File: config.mk
export PLATFORM = sky130hd
export DESIGN_NAME = mem_responder
export DESIGN_NICKNAME = d
export VERILOG_FILES = /design/src/rtl/mem_pkg.sv /design/src/rtl/bytelane_ram.sv /design/src/rtl/mem_responder.sv
export SDC_FILE = /design/constraint.sdc
export NUM_CORES = 2
export LEC_CHECK = 0
export ABC_CLOCK_PERIOD_IN_PS = 8540
export BUFFER_PORTS_ARGS = -buffer_cell sky130_fd_sc_hd__buf_4
export CAP_MARGIN = 40
export CORE_MARGIN = 2
export CORE_UTILIZATION = 50
export CTS_CLUSTER_DIAMETER = 60
export CTS_CLUSTER_SIZE = 25
export DETAILED_ROUTE_END_ITERATION = 16
export GPL_ROUTABILITY_DRIVEN = 0
export PLACE_DENSITY_LB_ADDON = 0.12
export SLEW_MARGIN = 20
export SYNTH_ARGS = -nofsm -noshare
export SYNTH_HDL_FRONTEND = slang
export SYNTH_SLANG_ARGS = --single-unit
File: constraint.sdc
create_clock -name clk -period 8.54 [get_ports clk]
set_clock_uncertainty 0.15 [all_clocks]
set_input_delay 0.854 -clock clk [delete_from_list [all_inputs] [get_ports clk]]
set_output_delay 0.854 -clock clk [all_outputs]
set_load 0.05 [all_outputs]
File: src/rtl/mem_pkg.sv
// Shared types and helpers for the mem_responder slice.
//   mem_state_t  : responder FSM encoding (IDLE / WAIT / RESP)
//   WORD_W, BE_W : data word width and number of byte lanes
//   addr_fault() : 1 when a byte address is unaligned or beyond the array
package mem_pkg;

  typedef enum logic [1:0] {
    S_IDLE = 2'd0,
    S_WAIT = 2'd1,
    S_RESP = 2'd2
  } mem_state_t;

  localparam int WORD_W = 32;
  localparam int BE_W   = 4;

  // Word index is addr[31:2]; anything at or past depth is out of range.
  function automatic logic addr_fault(input logic [31:0] addr, input int unsigned depth);
    return (addr[1:0] != 2'b00) || ({2'b00, addr[31:2]} >= depth);
  endfunction

endpackage

File: src/rtl/bytelane_ram.sv
// Word memory split into BE_W independent 8-bit lanes.
//   clk       : rising-edge clock
//   i_en      : access strobe; read and lane writes happen only when set
//   i_lane_we : per-lane write enable (qualified by i_en)
//   i_idx     : word index
//   i_wdata   : write data, lane g = i_wdata[8g+7:8g]
//   o_rdata   : registered read data (old contents on a write access)
// Contents are never reset.
module bytelane_ram
  import mem_pkg::*;
#(
  parameter  int DEPTH = 64,
  localparam int AW    = $clog2(DEPTH)
) (
  input  logic              clk,
  input  logic              i_en,
  input  logic [BE_W-1:0]   i_lane_we,
  input  logic [AW-1:0]     i_idx,
  input  logic [WORD_W-1:0] i_wdata,
  output logic [WORD_W-1:0] o_rdata
);

  for (genvar g = 0; g < BE_W; g++) begin : g_lane
    logic [7:0] r_lane [DEPTH];
    logic [7:0] r_q;

    always_ff @(posedge clk) begin
      if (i_en) begin
        if (i_lane_we[g]) r_lane[i_idx] <= i_wdata[8*g +: 8];
        r_q <= r_lane[i_idx];
      end
    end

    assign o_rdata[8*g +: 8] = r_q;
  end

endmodule

File: src/rtl/mem_responder.sv
// Single-port word memory answering req/ready/rvalid requests after WAIT
// wait states.
//   clk, reset  : clock; synchronous active-low reset
//   req, we, be : request valid, write select, byte enables
//   addr, wdata : byte address, write data
//   ready       : a request is accepted on the next edge if req is high
//   rvalid      : one-cycle response strobe; rdata/err are valid with it
//   rdata, err  : read data (0 for writes/faults), fault flag
//   o_dbg_state : current FSM state for observation
// Handshake: a request transfers on a rising edge where req && ready (and
// reset is released). Exactly one rvalid pulse follows every accepted
// request, WAIT+1 cycles later; req while ready==0 is dropped, never queued.
module mem_responder
  import mem_pkg::*;
#(
  parameter  int DEPTH = 64,
  parameter  int WAIT  = 2,
  localparam int AW    = $clog2(DEPTH)
) (
  input  logic              clk,
  input  logic              reset,
  input  logic              req,
  input  logic              we,
  input  logic [BE_W-1:0]   be,
  input  logic [31:0]       addr,
  input  logic [WORD_W-1:0] wdata,
  output logic              ready,
  output logic              rvalid,
  output logic [WORD_W-1:0] rdata,
  output logic              err,
  output mem_state_t        o_dbg_state
);

  mem_state_t        r_state;
  logic [3:0]        r_cnt;
  logic              r_we;
  logic [BE_W-1:0]   r_be;
  logic [31:0]       r_addr;
  logic [WORD_W-1:0] r_wdata;
  logic              r_rd_sel;   // response carries array read data

  logic              w_use_in;
  logic              w_we;
  logic [BE_W-1:0]   w_be;
  logic [31:0]       w_addr;
  logic [WORD_W-1:0] w_wdata;
  logic              w_fault;
  logic              w_commit;
  logic [BE_W-1:0]   w_lane_we;
  logic [WORD_W-1:0] w_ram_q;

  // With zero wait states the commit edge is the accept edge, so the request
  // must come straight from the inputs; otherwise from the capture registers.
  assign w_use_in = (r_state == S_IDLE);
  assign w_we     = w_use_in ? we    : r_we;
  assign w_be     = w_use_in ? be    : r_be;
  assign w_addr   = w_use_in ? addr  : r_addr;
  assign w_wdata  = w_use_in ? wdata : r_wdata;
  assign w_fault  = addr_fault(w_addr, DEPTH);

  // Edge that enters RESP; reset low suppresses it so no write commits.
  assign w_commit = reset &&
                    (((r_state == S_IDLE) && req && (WAIT == 0)) ||
                     ((r_state == S_WAIT) && (r_cnt == 4'd0)));

  assign w_lane_we = (w_we && !w_fault) ? w_be : '0;

  bytelane_ram #(.DEPTH(DEPTH)) u_ram (
    .clk       (clk),
    .i_en      (w_commit),
    .i_lane_we (w_lane_we),
    .i_idx     (w_addr[AW+1:2]),
    .i_wdata   (w_wdata),
    .o_rdata   (w_ram_q)
  );

  // RAM output is held outside commits; the registered select forces 0
  // outside RESP and for write/fault responses.
  assign rdata       = w_ram_q & {WORD_W{r_rd_sel}};
  assign o_dbg_state = r_state;

  always_ff @(posedge clk) begin
    if (!reset) begin
      r_state  <= S_IDLE;
      r_cnt    <= 4'd0;
      r_we     <= 1'b0;
      r_be     <= '0;
      r_addr   <= '0;
      r_wdata  <= '0;
      r_rd_sel <= 1'b0;
      ready    <= 1'b1;
      rvalid   <= 1'b0;
      err      <= 1'b0;
    end else begin
      case (r_state)
        S_IDLE: begin
          if (req) begin
            r_we    <= we;
            r_be    <= be;
            r_addr  <= addr;
            r_wdata <= wdata;
            ready   <= 1'b0;
            if (WAIT == 0) begin
              r_state  <= S_RESP;
              rvalid   <= 1'b1;
              err      <= w_fault;
              r_rd_sel <= !w_we && !w_fault;
            end else begin
              r_state <= S_WAIT;
              r_cnt   <= 4'(WAIT - 1);
            end
          end
        end
        S_WAIT: begin
          if (r_cnt == 4'd0) begin
            r_state  <= S_RESP;
            rvalid   <= 1'b1;
            err      <= w_fault;
            r_rd_sel <= !w_we && !w_fault;
          end else begin
            r_cnt <= r_cnt - 4'd1;
          end
        end
        S_RESP: begin
          r_state  <= S_IDLE;
          ready    <= 1'b1;
          rvalid   <= 1'b0;
          err      <= 1'b0;
          r_rd_sel <= 1'b0;
        end
        default: begin
          r_state  <= S_IDLE;
          ready    <= 1'b1;
          rvalid   <= 1'b0;
          err      <= 1'b0;
          r_rd_sel <= 1'b0;
        end
      endcase
    end
  end

endmodule

==> flow_summary.json <==
{
  "outcome": "finished, final reports clean",
  "cp.arrival_ns": 4.79,
  "flow.area_growth_from_synthesis_pct": 12.7,
  "number_of_global_route_vias_before_repair": 46300,
  "number_of_buffers_added_for_setup_after_cts": 0,
  "net_switching_power_mw": 5.39,
  "power_frac_clock_pct": 34.6,
  "grt_pass1_wl_um": 343000,
  "vias_per_cell": 6.69,
  "clkSinkCount": 2159,
  "worst_skew_pair_latency_ns": 0.80,
  "critical_path.startpoint_type": "flip-flop",
  "synth-edff-count": 2080,
  "synth_net_count": 4817,
  "die-width_um": 405,
  "postCtsResizedCells": 0,
  "start_util_pct": 50.3,
  "cp.required_ns": 8.81,
  "static_leakage_nw": 28.2,
  "synth_area_leader": "sky130_fd_sc_hd__edfxtp_1",
  "power.share.switching_pct": 25.4,
  "cts_root_buf": "sky130_fd_sc_hd__clkbuf_16",
  "power_frac_seq_pct": 56.0,
  "relSlewSlack_pct": 32.5,
  "min_period_over_period_pct": 53.0,
  "layout.filler_cells": 12300,
  "drt-wirelength-per-cell_um": 33.6,
  "synth.avg_cell_area_sq_um": 17.0,
  "post-dp-hpwl_um": 148000,
  "placeableCoreArea_sq_um": 160000,
  "io_buffer_count": 108,
  "wl_um": 244000,
  "final_hold_violating_endpoints": 0,
  "final-setup-viol-count": 0,
  "post-synth-top-area-fraction_pct": 77.6,
  "grt.total_usage_pct": 29.3,
  "floorplan.io_pins": 109,
  "drive_gt1_share_pct": 15.3,
  "tritoncts.num_buffers": 139,
  "clock_tree.buffer_depth": 3,
  "fp.dieArea_sq_um": 164000,
  "detail_route.first_pass.iterations": 10,
  "endpoint_kind": "flip-flop",
  "post-route-min-period_ns": 4.52,
  "clk_pin_slew_ns": 0.09,
  "share_comb_of_total_power_pct": 9.4,
  "post-place-ws_ns": 3.89,
  "grt_antenna_before_repair": 7,
  "flip_flop_and_latch_count_after_synthesis": 2159,
  "internal_power_mw": 15.8,
  "yosysSeqAreaShare_pct": 79.5,
  "route.detailed.drc": 0,
  "cp_max_fo": 50,
  "initial_drc_count": 7021,
  "fin_nets": 5047,
  "globalRouteOverflowTotal": 0,
  "power.ir.vdd_worst_mv": 0.216,
  "post_synthesis_instance_total": 4743,
  "ff2ff_setup_slack_ns": 4.02,
  "top_post_synthesis_cells_by_area": "sky130_fd_sc_hd__edfxtp_1 (78%), sky130_fd_sc_hd__a22oi_1 (4.4%), sky130_fd_sc_hd__a22o_1 (2.5%)",
  "powerDensity_nw_per_um2": 234,
  "tritoncts_clock_tree": "yes",
  "yosys_most_used_dff": "sky130_fd_sc_hd__edfxtp_1",
  "warnings_synthesis": 0,
  "row_count": 147,
  "asyncSetResetFlopFracSynth_pct": 0,
  "final_setup_margin_ns": 4.02,
  "pin_slew_with_the_least_headroom_to_its_limit_ns": 1.01,
  "maxClockFrequency_mhz": 221,
  "rsz0062_at_grt": "false",
  "hold_path.class": "primary input to flip-flop",
  "critPathKind": "flip-flop to flip-flop",
  "yosysUniqueCellTypes": 56,
  "max-cap-violations": 0,
  "die_h_um": 405,
  "synth_area_sq_um": 80500,
  "maximum_number_of_pins_on_one_net_before_global_route_repair": 123,
  "cts-htree-levels": 4,
  "detail-route-antenna-nets": 0,
  "route.vias.total": 48500,
  "fin_setup_tns_ns": 0,
  "post_cts_hold_buffer_count": 0,
  "final_max_slew_viol_count": 0
}
## metal layers
layer	part of all wire, %	track usage, %	up-vias
met1	39	40.8	25100
met2	48	47.3	2792
met3	9.2	5.01	417
met4	3.5	9.49	4
li1	-	-	20200
met5	0.010	0	-
## worst paths after layout
path                                     from  depth (start not counted)                                       to
hold / removal                          be[1]                          3                     r_be[1]$_SDFFE_PN0P_
hold reg to reg      r_wdata[14]$_SDFFE_PN0P_                          2                 r_wdata[14]$_SDFFE_PN0P_
setup / recovery  o_dbg_state[1]$_SDFFE_PN0P_                          6  u_ram.g_lane[0].r_lane[42][1]$_DFFE_PP_
setup reg to reg  o_dbg_state[1]$_SDFFE_PN0P_                          6  u_ram.g_lane[0].r_lane[42][1]$_DFFE_PP_
## stage by stage
stage / instances / power [mW] / hold WS (ns) / utilization [%] / cell area (sq um)
after CTS: 7231 / 21.3 / 0.138 / 56.5 / 90500
after global placement: 6737 / 14.0 / 0.302 / 52.2 / 83700
after global routing: 7250 / 21.8 / 0.162 / 56.6 / 90700
final: 7252 / 21.2 / 0.174 / 56.6 / 90700
after detailed placement: 6973 / 14.1 / 0.308 / 53.5 / 85700
after floorplan: 4743 / 13.1 / 0.293 / - / 80500
## cells in the final DEF (no fill, tap or decap), types with 9 or more instances in the layout
master / synthesis / final
sky130_fd_sc_hd__a221oi_1: 231 / 231
sky130_fd_sc_hd__buf_4: 9 / 208
sky130_fd_sc_hd__buf_16: 0 / 25
sky130_fd_sc_hd__buf_12: 0 / 29
sky130_fd_sc_hd__inv_6: 0 / 33
sky130_fd_sc_hd__nand3_1: 24 / 24
sky130_fd_sc_hd__a21oi_1: 38 / 38
sky130_fd_sc_hd__nand2_1: 320 / 282
sky130_fd_sc_hd__nor3_1: 195 / 194
sky130_fd_sc_hd__a22oi_1: 474 / 474
sky130_fd_sc_hd__dfxtp_1: 79 / 78
sky130_fd_sc_hd__edfxtp_1: 2080 / 2080
sky130_fd_sc_hd__buf_2: 136 / 185
sky130_fd_sc_hd__inv_8: 0 / 16
sky130_fd_sc_hd__clkinvlp_4: 0 / 9
sky130_fd_sc_hd__a22o_1: 233 / 233
sky130_fd_sc_hd__nand2_4: 0 / 30
sky130_fd_sc_hd__a21boi_0: 78 / 78
sky130_fd_sc_hd__nor2_1: 99 / 83
sky130_fd_sc_hd__nor4_1: 64 / 64
sky130_fd_sc_hd__and3_1: 16 / 16
sky130_fd_sc_hd__a31oi_1: 224 / 224
sky130_fd_sc_hd__clkbuf_16: 0 / 145
sky130_fd_sc_hd__and2_1: 43 / 41
sky130_fd_sc_hd__clkinv_8: 0 / 11
sky130_fd_sc_hd__nand4_1: 12 / 12
sky130_fd_sc_hd__nor2_4: 0 / 16
sky130_fd_sc_hd__a222oi_1: 83 / 83
## power groups by stage
| stage | combinational (mW) | sequential (mW) | clock, mW |
|---|---|---|---|
| final | 2.00 | 11.9 | 7.35 |
| after CTS | 1.97 | 11.9 | 7.42 |
| after floorplan | 0.947 | 12.2 | 0 |
| after global routing | 2.08 | 11.9 | 7.78 |
| after detailed placement | 1.97 | 12.1 | 0 |
| after global placement | 1.86 | 12.2 | 0 |
## cells in the mapped netlist (4+ instances only)
master                     number
sky130_fd_sc_hd__nand4_1       12
sky130_fd_sc_hd__buf_1         19
sky130_fd_sc_hd__a21oi_1       38
sky130_fd_sc_hd__mux2i_1        6
sky130_fd_sc_hd__nor2_1        99
sky130_fd_sc_hd__o21ai_0        6
sky130_fd_sc_hd__nand2_1      320
sky130_fd_sc_hd__a22oi_1      474
sky130_fd_sc_hd__dfxtp_1       79
sky130_fd_sc_hd__inv_1          4
sky130_fd_sc_hd__clkbuf_1     197
sky130_fd_sc_hd__nand3_1       24
sky130_fd_sc_hd__buf_4          9
sky130_fd_sc_hd__edfxtp_1    2080
sky130_fd_sc_hd__a22o_1       233
sky130_fd_sc_hd__nand2b_1       4
sky130_fd_sc_hd__a222oi_1      83
sky130_fd_sc_hd__nand3b_1       4
sky130_fd_sc_hd__and2_1        43
sky130_fd_sc_hd__nor3_1       195
sky130_fd_sc_hd__a21boi_0      78
sky130_fd_sc_hd__a21o_1         5
sky130_fd_sc_hd__nor2b_1        5
sky130_fd_sc_hd__and3_1        16
sky130_fd_sc_hd__a221oi_1     231
sky130_fd_sc_hd__a221o_1        7
sky130_fd_sc_hd__o22ai_2        4
sky130_fd_sc_hd__nor4_1        64
sky130_fd_sc_hd__buf_2        136
sky130_fd_sc_hd__a31oi_1      224
## cells by family after synthesis
kind of cell | synth area share (%)
adder cells (fa/ha/maj) | 0.0311
XOR/XNOR | 0.0218
AND/OR/NAND/NOR | 4.65
multiplexers | 0.0746
buffers and inverters | 1.98
AO/OA/AOI/OAI | 13.7
flip-flops | 79.5
## cell type report
cell class / instances / area, sq um / share of cell area (%)
tap: 2160 / 2700 / 2.98
antenna: 2 / 5.00 / 0.00552
sequential: 2159 / 64000 / 70.6
timing repair buffer: 452 / 3800 / 4.19
clock inverter: 105 / 1160 / 1.28
clock buffer: 153 / 3660 / 4.03
inverter: 4 / 15.0 / 0.0165
multi-input combinational: 2217 / 15300 / 16.9
## critical path: stages, from the launching register on
cell and delay (ns):
sky130_fd_sc_hd__dfxtp_1 0.52, sky130_fd_sc_hd__nor2_4 0.17, sky130_fd_sc_hd__buf_4 0.49, sky130_fd_sc_hd__mux2i_1 0.61
sky130_fd_sc_hd__and2_1 0.78, sky130_fd_sc_hd__nand2_1 0.56, sky130_fd_sc_hd__nor2_1 0.84
## registers in the layout, indices dropped and copies added (netlist names), 2 cells and up
| signal | count |
|---|---|
| r_be | 4 |
| r_addr | 32 |
| u_ram.g_lane.r_lane | 2048 |
| u_ram.g_lane.r_q | 32 |
| r_wdata | 32 |
| o_dbg_state | 2 |
| r_cnt | 4 |
Power figures use the tool's default switching activity.
